==> config.mk <==
export PLATFORM = sky130hd
export DESIGN_NAME = nwr_pattern_cmp
export DESIGN_NICKNAME = d
export VERILOG_FILES = /design/src/rtl/srio_user_pkg.sv /design/src/rtl/nwr_pattern_cmp.sv
export SDC_FILE = /design/constraint.sdc
export NUM_CORES = 1
export LEC_CHECK = 0
export CAP_MARGIN = 25
export CORE_MARGIN = 2
export CORE_UTILIZATION = 45
export CTS_CLUSTER_SIZE = 28
export DETAILED_ROUTE_END_ITERATION = 12
export PLACE_DENSITY = 0.76
export SKIP_CTS_REPAIR_TIMING = 1
export SLEW_MARGIN = 20
export SYNTH_ARGS = -nofsm -noshare
export SYNTH_HDL_FRONTEND = slang
export SYNTH_SLANG_ARGS = --single-unit
==> constraint.sdc <==
create_clock -name log_clk -period 2.5 [get_ports log_clk]
set_clock_uncertainty 0.2 [all_clocks]
set_input_delay 0.625 -clock log_clk [delete_from_list [all_inputs] [get_ports log_clk]]
set_output_delay 0.625 -clock log_clk [all_outputs]
set_load 0.01 [all_outputs]
==> src/rtl/srio_user_pkg.sv <==
// -----------------------------------------------------------------------------
// srio_user_pkg
// Shared definitions for the SRIO user-side NWRITE generator/checker pair:
//   - chk_state_t   : receive checker FSM encoding
//   - ERR_*         : bit positions inside the 4-bit error flag vector
//   - BEAT_CNT_W    : width of the per-packet beat counter (up to 32 beats)
//   - keep_for_rem  : expected tkeep of the last beat for a byte remainder
// -----------------------------------------------------------------------------
package srio_user_pkg;

    localparam int BEAT_CNT_W = 6;

    localparam int ERR_W     = 4;
    localparam int ERR_DATA  = 0;
    localparam int ERR_LEN   = 1;
    localparam int ERR_KEEP  = 2;
    localparam int ERR_FRAME = 3;

    typedef enum logic [1:0] {
        ST_IDLE   = 2'd0,
        ST_RECV   = 2'd1,
        ST_DRAIN  = 2'd2,
        ST_STATUS = 2'd3
    } chk_state_t;

    // Bytes fill the beat from the MSB lane down, so a remainder of n bytes
    // expects the top n keep bits set; a remainder of 0 means a full beat.
    function automatic logic [7:0] keep_for_rem(input logic [2:0] rem);
        logic [7:0] keep;
        if (rem == 3'd0) begin
            keep = 8'hFF;
        end else begin
            keep = ~(8'hFF >> rem);
        end
        return keep;
    endfunction

endpackage

==> src/rtl/nwr_pattern_cmp.sv <==
// -----------------------------------------------------------------------------
// nwr_pattern_cmp
// Expected-data tracker for the incrementing NWRITE payload pattern.
// The reference for the current beat is FIRST_VALUE on a packet's first beat
// and the stored expected value otherwise; every accepted beat stores
// reference + 1 (wrapping modulo 2^64).
// Ports:
//   log_clk, log_rst_n : clock, asynchronous active-low reset
//   i_first            : current beat is a packet's first beat
//   i_advance          : current beat is accepted and checked
//   i_data             : payload beat
//   o_mismatch         : payload differs from the reference (combinational)
// -----------------------------------------------------------------------------
module nwr_pattern_cmp
    import srio_user_pkg::*;
#(
    parameter logic [63:0] FIRST_VALUE = 64'h1
) (
    input  logic        log_clk,
    input  logic        log_rst_n,
    input  logic        i_first,
    input  logic        i_advance,
    input  logic [63:0] i_data,
    output logic        o_mismatch
);

    logic [63:0] r_expected;
    logic [63:0] w_ref;

    assign w_ref      = i_first ? FIRST_VALUE : r_expected;
    assign o_mismatch = (i_data != w_ref);

    always_ff @(posedge log_clk or negedge log_rst_n) begin
        if (!log_rst_n) begin
            r_expected <= FIRST_VALUE;
        end else if (i_advance) begin
            // NOTE: clocked state uses non-blocking assignment so every flop
            // samples pre-edge values regardless of process ordering.
            r_expected <= w_ref + 64'd1;
        end
    end

endmodule

==> impl_metrics.ini <==
[status]
status = complete, but fails checks
violations = setup timing

[logic_synthesis]
syn_area_per_cell_um2 = 7.882
synth_edf_count = 0
yosysTopAreaCellShare_pct = 32.37
seq_area_frac_synth_pct = 32.91
synthCells = 618
ys_types = 52
synthesis.nets = 686
synth_ff_type = dfrtp_1
synthTopCellsByArea = dfrtp_1, xnor2_1, nand2_1, nor2_1, xor2_1
async_flop_share_pct = 100.0
yosys.area.top_type = dfrtp_1
syn_area_um2 = 4871
yosys_warnings = 0
synth.ff_latch_count = 64

[placed_design]
pre_cts_ws_ns = -1.356
place.port_buffers = 68
hpwl_um = 11900
placed_cells = 948
gp_congestion = 0.9486
dpl_cell_area_um2 = 6800

[critical_path]
path_common_cell = nand4_1
worstPathArrival_ns = 2.32
crit_path_start_kind = primary input
path_cells = clkdlybuf4s50_1 -> nor4bb_2 -> a31oi_1 -> o21ai_1 -> nand4_1 -> nor4_1 -> nand4_1 -> buf_2
slowest_delay_ns = 0.45
path_max_fanout = 2
crit_type = primary input to primary output
endpoint_kind = primary output
cpMaxStageDelayCell = clkdlybuf4s50_1
required_ns = 1.67

[final_layout]
antenna-diode-count = 0
top_regs = r_expected x64
stdcell_count = 983
drive_gt1_share_pct = 33.77
syn_to_final_growth_pct = 61.91
largest_reg_flops = 64
top_register = r_expected
final_nets = 910
fillCellCount = 654
multi_input_area_um2 = 3580
register_area_um2 = 1603
final_util_pct = 75.71
postLayoutCellArea_um2 = 7886

[pwr]
powerDensity_nw_per_um2 = 352.9
total_power_mw = 2.783
vdd.ir_drop.worst_mv = 0.2934
p_leak_nw = 3.612

[routing]
post_drt_via_cell_ratio = 5.870
wl_per_cell_um = 18.51
drt_wl_total_um = 18200
firstDrtPassIters = 5
route.detailed.drc = 0
drt_iter0_drc = 445
num_vias = 5770
ant_nets = 0

[sta]
hold_slack_ns = 0.07699
relSlewSlack_pct = 75.58
worst_slew_pin_slew_ns = 0.3662
layout_setup_ws_ns = -0.6402
setup-tns-final_ns = -2.579
rsz0062_at_grt = yes
period_share_pct = 125.6
setup_viol = 29
fin_crit_ns = 3.140
hold_viol = 0
final_max_slew_viol_count = 0
max_freq_mhz = 318.4

[die]
rows = 37
die_h_um = 108.0
boundaryPins = 69
coreArea_um2 = 10420
initial_core_util_pct = 46.76
die_x_um = 108.0
die_area_um2 = 11670

[global_route]
grt_remaining_overflow = 0
grt_start_max_net_pins = 65
grt_pass1_vias = 5251
grt_first_pass_wirelength_um = 24580
antenna_found_initial = 0
gr-usage-all-layers_pct = 26.87

[clock_network]
cts_tree = built
clock_latency_ns = 0.36
cts-root-buf = clkbuf_8
clk_pin_slew_ns = 0.08
clockBufferDepth = 2
cts_buffers = 9
cts_sinks = 64
cts-htree-levels = 3

[flow_run]
drv_cap = 0

[min_path]
hp-class = primary input to async pin
-- final timing paths --
| check | slack (ns) | start | to | depth (start not counted) |
|---|---|---|---|---|
| worst max-delay path | -0.64 | i_data[27] | o_mismatch | 8 |
| worst min-delay path | 0.08 | log_rst_n | r_expected[51] | 2 |
| worst max register to register | -0.08 | r_expected[1] | r_expected[53] | 10 |
| worst min register to register | 0.42 | r_expected[42] | r_expected[42] | 2 |
| max in group asynchronous | 1.71 | log_rst_n | r_expected[0] | 2 |
| min in group log_clk | 0.39 | i_first | r_expected[1] | 2 |
-- metal layers --
metal  share of wire, %  global-route usage (%)  up-vias
li1                   -                       -     2641
met1                 38                   33.43     2767
met2                 50                   45.87      292
met3                7.6                   3.858       70
met4                4.4                   12.73        0
met5                  0                       0        -
-- layout make-up --
cell class	instances	share of cell area, %
clock inverter	5	0.7139
timing repair buffer	248	28.67
inverter	20	0.9519
sequential	64	20.32
multi-input combinational	499	45.39
tap	136	2.158
clock buffer	11	1.793
-- cell usage in the layout (no fill, tap or decap), types with 4 or more instances in the layout --
| cell | synthesis | final |
|---|---|---|
| o22ai_1 | 14 | 12 |
| and4b_1 | 5 | 5 |
| and3_1 | 12 | 10 |
| buf_4 | 1 | 162 |
| xor2_1 | 33 | 31 |
| dfrtp_1 | 63 | 63 |
| a31oi_1 | 28 | 28 |
| nor3_1 | 17 | 10 |
| nand2_2 | 0 | 5 |
| clkbuf_8 | 0 | 10 |
| a21oi_1 | 9 | 7 |
| nor4bb_2 | 0 | 9 |
| and4_4 | 2 | 4 |
| nand3b_1 | 5 | 5 |
| nand4_1 | 17 | 17 |
| inv_1 | 20 | 20 |
| nor3_2 | 2 | 5 |
| nand3_2 | 1 | 11 |
| nor4bb_4 | 0 | 9 |
| o21ai_1 | 0 | 18 |
| nor3_4 | 0 | 4 |
| xnor2_1 | 48 | 41 |
| nor2_1 | 79 | 74 |
| nand2_1 | 85 | 78 |
| o21ai_0 | 48 | 27 |
| buf_6 | 0 | 13 |
| clkdlybuf4s50_1 | 0 | 19 |
| nand3_1 | 28 | 18 |
| xnor2_2 | 0 | 7 |
| dlymetal6s2s_1 | 0 | 46 |
-- cells by family after synthesis --
kind of cell    after synthesis  synth area share (%)
simple gates                301                 33.29
flops                        64                 32.91
buf+inv                      55                 4.649
xor+xnor                     81                 14.56
mux                           4                0.8733
compound gates              113                 13.72
-- critical path: cells and delay by family --
kind,cells,cell delay (ns)
compound gates,2,0.21
simple gates,4,0.83
buf+inv,2,0.65
-- where the power goes --
part / switching, mW / leakage, nW / internal [mW]
clock network: 0.465 / 0.0993 / 0.487
logic: 0.337 / 2.63 / 0.373
registers: 0.0484 / 0.881 / 1.07
-- synthesized netlist by cell type, types with 14 or more instances --
library cell	instances
a31oi_1	28
clkbuf_1	19
dfrtp_1	63
inv_1	20
nand2_1	85
nand3_1	28
nand4_1	17
nor2_1	79
nor3_1	17
nor4bb_1	19
o21ai_0	48
o22ai_1	14
xnor2_1	48
xor2_1	33
Note: power is estimated with default switching activity, not from simulation.
